## src/rtl/constants.vh

```
// Shared architectural constants for the core datapath.
`ifndef CONSTANTS_VH
`define CONSTANTS_VH
`define XLEN 32
`endif

```

## src/rtl/lsu_if.sv

```systemverilog
// Pipeline request/response and data-memory bus of the load/store unit.
// master = pipeline + memory side, slave = the LSU itself.
`include "constants.vh"

interface lsu_if #(parameter int XLEN = `XLEN);
    logic            req_valid;
    logic            req_ready;
    logic            req_we;
    logic [2:0]      req_funct3;
    logic [XLEN-1:0] req_addr;
    logic [XLEN-1:0] req_wdata;
    logic            rsp_valid;
    logic            rsp_ready;
    logic [XLEN-1:0] rsp_rdata;
    logic            rsp_misalign;
    logic [XLEN-1:0] mem_addr;
    logic [XLEN-1:0] mem_write_data;
    logic [XLEN-1:0] mem_read_data;
    logic            write_en;
    logic            mem_en;

    modport master (
        output req_valid, req_we, req_funct3, req_addr, req_wdata, rsp_ready, mem_read_data,
        input  req_ready, rsp_valid, rsp_rdata, rsp_misalign,
               mem_addr, mem_write_data, write_en, mem_en
    );

    modport slave (
        input  req_valid, req_we, req_funct3, req_addr, req_wdata, rsp_ready, mem_read_data,
        output req_ready, rsp_valid, rsp_rdata, rsp_misalign,
               mem_addr, mem_write_data, write_en, mem_en
    );
endinterface

```

## src/rtl/lsu.sv

```systemverilog
// Load/store unit: one access at a time, sub-word stores as read-modify-write.
// Optional LSU_MISALIGN_TRAP_EN: misaligned H/W accesses respond with rsp_misalign instead of aligning.
`include "constants.vh"

module lsu #(
    parameter int MEM_WORDS = 2048
) (
    input  logic  clk,
    input  logic  rst_n,
    lsu_if.slave  bus
);
    localparam int XLEN      = `XLEN;
    localparam int NUM_LANES = XLEN / 8;
    localparam int LW        = $clog2(NUM_LANES);

    typedef enum logic [2:0] {
        IDLE, RD, WR, RESP
`ifdef LSU_MISALIGN_TRAP_EN
        , ERR
`endif
    } state_t;

    typedef enum logic [1:0] {SZ_B, SZ_H, SZ_W} size_t;

    typedef struct packed {
        logic            we;
        size_t           size;
        logic            uns;
        logic [LW-1:0]   lane;
        logic [XLEN-1:0] widx;
        logic [XLEN-1:0] wdata;
    } req_t;

    state_t          r_state, w_next;
    req_t            r_req, w_req;
    logic [XLEN-1:0] r_wword;
    logic [XLEN-1:0] r_rdata;
    logic            r_misalign;

    // Request decode: undefined widths fall into W, the funct3[2] bit only matters for loads
    always_comb begin
        w_req       = '0;
        w_req.we    = bus.req_we;
        w_req.uns   = bus.req_funct3[2];
        w_req.wdata = bus.req_wdata;
        w_req.widx  = (bus.req_addr >> 2) % XLEN'(MEM_WORDS);
        case (bus.req_funct3[1:0])
            2'b00:   w_req.size = SZ_B;
            2'b01:   w_req.size = SZ_H;
            default: w_req.size = SZ_W;
        endcase
        case (w_req.size)
            SZ_B:    w_req.lane = bus.req_addr[LW-1:0];
            SZ_H:    w_req.lane = {bus.req_addr[LW-1:1], 1'b0};
            default: w_req.lane = '0;
        endcase
    end

`ifdef LSU_MISALIGN_TRAP_EN
    logic w_mis;
    assign w_mis = (w_req.size == SZ_H && bus.req_addr[0]) ||
                   (w_req.size == SZ_W && |bus.req_addr[LW-1:0]);
`endif

    // Store merge: replicate store data across lanes, then pick per byte lane
    logic [NUM_LANES-1:0][7:0] w_rd_b, w_rep_b, w_merge;
    logic [NUM_LANES-1:0]      w_bsel;

    assign w_rd_b  = bus.mem_read_data;
    assign w_rep_b = (r_req.size == SZ_B) ? {NUM_LANES{r_req.wdata[7:0]}} :
                     (r_req.size == SZ_H) ? {(NUM_LANES/2){r_req.wdata[15:0]}} : r_req.wdata;

    for (genvar g = 0; g < NUM_LANES; g++) begin : g_lane
        assign w_bsel[g]  = (r_req.size == SZ_B) ? (r_req.lane == LW'(g)) :
                            (r_req.size == SZ_H) ? (r_req.lane[LW-1:1] == (LW-1)'(g / 2)) : 1'b1;
        assign w_merge[g] = w_bsel[g] ? w_rep_b[g] : w_rd_b[g];
    end

    // Load extract: shift selected lane down, then extend
    logic [XLEN-1:0] w_sh, w_ld;
    assign w_sh = bus.mem_read_data >> {r_req.lane, 3'b000};
    always_comb begin
        case (r_req.size)
            SZ_B:    w_ld = {{(XLEN-8){~r_req.uns & w_sh[7]}}, w_sh[7:0]};
            SZ_H:    w_ld = {{(XLEN-16){~r_req.uns & w_sh[15]}}, w_sh[15:0]};
            default: w_ld = w_sh;
        endcase
    end

    always_ff @(posedge clk or negedge rst_n) begin
        if (!rst_n) r_state <= IDLE;
        else        r_state <= w_next;
    end

    always_comb begin
        w_next = r_state;
        case (r_state)
            IDLE: if (bus.req_valid) begin
                if (bus.req_we && w_req.size == SZ_W) w_next = WR;
                else                                  w_next = RD;
`ifdef LSU_MISALIGN_TRAP_EN
                if (w_mis) w_next = ERR;
`endif
            end
            RD:   w_next = r_req.we ? WR : RESP;
            WR:   w_next = RESP;
            RESP: if (bus.rsp_ready) w_next = IDLE;
`ifdef LSU_MISALIGN_TRAP_EN
            ERR:  w_next = RESP;
`endif
            default: w_next = IDLE;
        endcase
    end

    always_ff @(posedge clk or negedge rst_n) begin
        if (!rst_n) begin
            r_req      <= '0;
            r_wword    <= '0;
            r_rdata    <= '0;
            r_misalign <= 1'b0;
        end else begin
            case (r_state)
                IDLE: if (bus.req_valid) begin
                    r_req   <= w_req;
                    r_wword <= bus.req_wdata;
`ifdef LSU_MISALIGN_TRAP_EN
                    r_misalign <= w_mis;
                    if (w_mis) r_rdata <= '0;
`endif
                end
                RD: begin
                    if (r_req.we) r_wword <= w_merge;
                    else          r_rdata <= w_ld;
                end
                WR:      r_rdata <= '0;
                default: ;
            endcase
        end
    end

    // write_en is purely state-decoded so an asynchronous reset kills it at once
    assign bus.req_ready      = (r_state == IDLE);
    assign bus.rsp_valid      = (r_state == RESP);
    assign bus.rsp_rdata      = r_rdata;
    assign bus.mem_en         = (r_state == RD) || (r_state == WR);
    assign bus.write_en       = (r_state == WR);
    assign bus.mem_addr       = (r_state == IDLE) ? '0 : r_req.widx;
    assign bus.mem_write_data = (r_state == IDLE) ? '0 : r_wword;
`ifdef LSU_MISALIGN_TRAP_EN
    assign bus.rsp_misalign   = r_misalign;
`else
    assign bus.rsp_misalign   = 1'b0;
`endif

endmodule

```

## src/flat_wrapper.sv

```systemverilog
// flat-port wrapper written by rule: the top's interface ports become plain ports
module lsu_flat 
#(
    parameter int MEM_WORDS = 2048
)
  (clk, rst_n, bus_req_valid, bus_req_we, bus_req_funct3, bus_req_addr, bus_req_wdata, bus_rsp_ready, bus_mem_read_data, bus_req_ready, bus_rsp_valid, bus_rsp_rdata, bus_rsp_misalign, bus_mem_addr, bus_mem_write_data, bus_write_en, bus_mem_en);
  lsu_if bus_i ();
  input  logic clk;
  input  logic rst_n;
  input wire logic [$bits(bus_i.req_valid)-1:0] bus_req_valid;
  input wire logic [$bits(bus_i.req_we)-1:0] bus_req_we;
  input wire logic [$bits(bus_i.req_funct3)-1:0] bus_req_funct3;
  input wire logic [$bits(bus_i.req_addr)-1:0] bus_req_addr;
  input wire logic [$bits(bus_i.req_wdata)-1:0] bus_req_wdata;
  input wire logic [$bits(bus_i.rsp_ready)-1:0] bus_rsp_ready;
  input wire logic [$bits(bus_i.mem_read_data)-1:0] bus_mem_read_data;
  output wire logic [$bits(bus_i.req_ready)-1:0] bus_req_ready;
  output wire logic [$bits(bus_i.rsp_valid)-1:0] bus_rsp_valid;
  output wire logic [$bits(bus_i.rsp_rdata)-1:0] bus_rsp_rdata;
  output wire logic [$bits(bus_i.rsp_misalign)-1:0] bus_rsp_misalign;
  output wire logic [$bits(bus_i.mem_addr)-1:0] bus_mem_addr;
  output wire logic [$bits(bus_i.mem_write_data)-1:0] bus_mem_write_data;
  output wire logic [$bits(bus_i.write_en)-1:0] bus_write_en;
  output wire logic [$bits(bus_i.mem_en)-1:0] bus_mem_en;
  assign bus_i.req_valid = bus_req_valid;
  assign bus_i.req_we = bus_req_we;
  assign bus_i.req_funct3 = bus_req_funct3;
  assign bus_i.req_addr = bus_req_addr;
  assign bus_i.req_wdata = bus_req_wdata;
  assign bus_i.rsp_ready = bus_rsp_ready;
  assign bus_i.mem_read_data = bus_mem_read_data;
  assign bus_req_ready = bus_i.req_ready;
  assign bus_rsp_valid = bus_i.rsp_valid;
  assign bus_rsp_rdata = bus_i.rsp_rdata;
  assign bus_rsp_misalign = bus_i.rsp_misalign;
  assign bus_mem_addr = bus_i.mem_addr;
  assign bus_mem_write_data = bus_i.mem_write_data;
  assign bus_write_en = bus_i.write_en;
  assign bus_mem_en = bus_i.mem_en;
  lsu #(.MEM_WORDS(MEM_WORDS)) u_core (.clk(clk), .rst_n(rst_n), .bus(bus_i));
endmodule
```

## config.mk

```make
export PLATFORM = sky130hd
export DESIGN_NAME = lsu_flat
export DESIGN_NICKNAME = d
export VERILOG_FILES = /design/src/rtl/lsu_if.sv /design/src/rtl/lsu.sv /design/src/flat_wrapper.sv
export VERILOG_INCLUDE_DIRS = /design/src /design/src/rtl
export SDC_FILE = /design/constraint.sdc
export NUM_CORES = 1
export LEC_CHECK = 0
export ABC_AREA = 1
export BUFFER_PORTS_ARGS = -buffer_cell sky130_fd_sc_hd__buf_2
export CORE_ASPECT_RATIO = 0.8
export CORE_MARGIN = 2
export CORE_UTILIZATION = 45
export CTS_CLUSTER_SIZE = 20
export DETAILED_ROUTE_END_ITERATION = 7
export MAX_ROUTING_LAYER = met4
export PLACE_DENSITY = 0.71
export REMOVE_ABC_BUFFERS = 1
export SLEW_MARGIN = 20
export SYNTH_ARGS = -nofsm -noshare
export SYNTH_HDL_FRONTEND = slang
export SYNTH_SLANG_ARGS = --single-unit
```

## constraint.sdc

```tcl
create_clock -name clk -period 2.7 [get_ports clk]
set_input_delay 0.27 -clock clk [delete_from_list [all_inputs] [get_ports clk]]
set_output_delay 0.27 -clock clk [all_outputs]
set_load 0.1 [all_outputs]
```

==> results.json <==
{
  "grt_max_degree": 116,
  "gp_congestion": 0.917,
  "syn2layout_area_growth_pct": 22.2,
  "hpwl_mm": 13.9,
  "start_util_pct": 46.3,
  "final_antenna_net_count": 0,
  "syn_avg_cell_area_um2": 6.80,
  "max_stage_delay_ns": 0.50,
  "synth_edf_count": 0,
  "yosysWarnings": 0,
  "io_pins": 205,
  "fin_nets": 1235,
  "hold_slack_ns": 0.0577,
  "ys_seq_area_share_pct": 43.1,
  "rsz0062_at_grt": "false",
  "worst_slew_pin_slew_ns": 1.02,
  "synth_flop_cell": "dfrtp_1",
  "cts_tree": "done",
  "fp.dieArea_um2": 15800,
  "cp.arrival_ns": 2.28,
  "netlist_area_um2": 6670,
  "grt_first_pass_wirelength_mm": 31.6,
  "relSlewSlack_pct": 31.7,
  "core_um2": 14400,
  "die_w_um": 140,
  "worstPathMaxFanout": 31,
  "cts_inserted_buffers": 17,
  "grt_usage_pct": 26.3,
  "max_clock_freq_mhz": 392,
  "wire_per_inst_um": 14.6,
  "cts.sinks": 115,
  "worstPathCellList": "inv_1, ha_2, buf_4, buf_2",
  "h-tree-depth": 4,
  "synth_area_leaders": "dfrtp_1 (43%), nand2_1 (21%), o21ai_0 (6.7%)",
  "hold_class": "in2reg",
  "syn_inst": 981,
  "violations": "design-rule violations",
  "die_h_um": 113,
  "crit_slowest_cell": "buf_2",
  "synth.distinct_cells": 31,
  "synth_seq_cells": 115,
  "maxCapViolations": 0,
  "grt.overflow.total": 0,
  "rows": 39,
  "critPathRequiredTime_ns": 2.43,
  "synth_area_leader_cell": "dfrtp_1",
  "clk_pin_slew_ns": 0.05,
  "port_buffers": 163,
  "drive_gt1_share_pct": 20.0,
  "clk_path_buf_depth": 2,
  "fin_crit_sh_pct": 94.6,
  "grt_pass1_vias": 6289,
  "setup_viol": 0,
  "hold_violations": 0,
  "cts_root_buf": "clkbuf_16",
  "clk_latency_ns": 0.42,
  "yosysMostFrequentCell": "nand2_1",
  "worst-setup-path-type": "reg2out",
  "synth_top_area_share_pct": 43.1,
  "clock_skew_ns": 0.00643,
  "antenna_found_initial": 1,
  "timing.final.crit_period_ns": 2.55,
  "status": "finished with violations",
  "vias": 6574,
  "synth_common_cells": "nand2_1 (380), inv_1 (118), dfrtp_1 (115), o21ai_0 (89), a21oi_1 (60)",
  "drt_iter0_drc": 602,
  "report.final.slew_viol_count": 0,
  "drc": 13,
  "startpoint_type": "register",
  "end_kind": "primary output",
  "viasPerCell": 4.97,
  "async_reset_ff_share_pct": 100,
  "wirelength_mm": 19.4,
  "dr.pass1.iters": 8
}
[repair_timing]
item                                    4_1_cts  5_1_grt
hold endpoints to repair                    110        0
endpoints found under the setup margin        0        0
resized for setup                             0        0
hold buffers                                  1        0
setup buffers                                 0        0
[cells by family (layout without fill, tap and decap cells)]
kind of cell | after synthesis | count (layout) | synth area share (%)
AO/OA/AOI/OAI | 165 | 165 | 13.0
adder cells (fa/ha/maj) | 5 | 5 | 0.938
buffers and inverters | 196 | 333 | 12.9
flip-flops | 115 | 115 | 43.1
other | 1 | 23 | 0.0562
AND/OR/NAND/NOR | 499 | 499 | 30.0
[area by class of cell]
class	count	area, µm²
antenna	1	2.50
multi-input combinational	691	3020
clock buffer	22	494
tap	184	230
timing repair buffer	177	938
clock inverter	10	128
fill	1402	6240
sequential	115	2880
inverter	124	465
[layer usage]
metal  track usage, %  vias up  share of wire, %  wire length (µm)
met3             5.46       18               7.1              1370
met4             6.73        0               1.2               231
met1             36.1     3029                48              9260
li1                 -     3280                 -                 -
met2             40.1      247                44              8520
met5                -        -                 0                 0
[layout by cell type, fill, tap and decap left out, drive strengths merged]
cell type	count
nand2	385
buf	176
inv	123
dfrtp	115
o21ai	91
a21oi	61
nand3	58
nor2	55
conb	22
clkbuf	22
clkinv	7
a22oi	6
ha	5
o22ai	3
bufinv	3
diode	1
or2	1
a211oi	1
o211ai	1
a22o	1
o221ai	1
clkinvlp	1
dlygate4sd3	1
[worst paths after layout]
| path | from | end | slack (ns) | cells past startpoint |
|---|---|---|---|---|
| worst max-delay path | u_core.r_state[0] | bus_req_ready | 0.15 | 4 |
| worst min-delay path | bus_req_addr[3] | u_core.r_req[33] | 0.06 | 3 |
| worst max register to register | u_core.r_state[1] | u_core.bus.rsp_rdata[7] | 0.41 | 8 |
| worst min register to register | u_core.bus.rsp_rdata[31] | u_core.bus.rsp_rdata[31] | 0.47 | 2 |
| max in group asynchronous | rst_n | u_core.r_req[67] | 1.68 | 3 |
| min in group asynchronous | rst_n | u_core.r_req[41] | 0.45 | 3 |
[sequential cells by signal, indices dropped and copies added, names as in the netlist]
register              count
u_core.r_state            2
u_core.r_req             49
u_core.r_wword           32
u_core.bus.rsp_rdata     32
[through the flow]
step | instances | worst slack [ns] | util (%) | setup TNS [ns] | instance area, µm²
after floorplan | 930 | -1.95 | - | -160.16 | 6350
after global placement | 1290 | 0.458 | 52.2 | 0 | 7520
after detailed placement | 1290 | 0.407 | 52.2 | 0 | 7520
after CTS | 1323 | 0.123 | 56.6 | 0 | 8150
after global routing | 1324 | 0.0348 | 56.6 | 0 | 8150
final | 1324 | 0.147 | 56.6 | 0 | 8150
[worst max-delay path: cells and delay by family (launching register included)]
kind	cells	cell delay (ns)
DFF	1	0.41
adders and majority gates	1	0.42
buffers and inverters	3	1.02
Power is left out: the tool's default activity adds up to more than one toggle a clock period on the data nets, which glitch-free logic cannot reach.
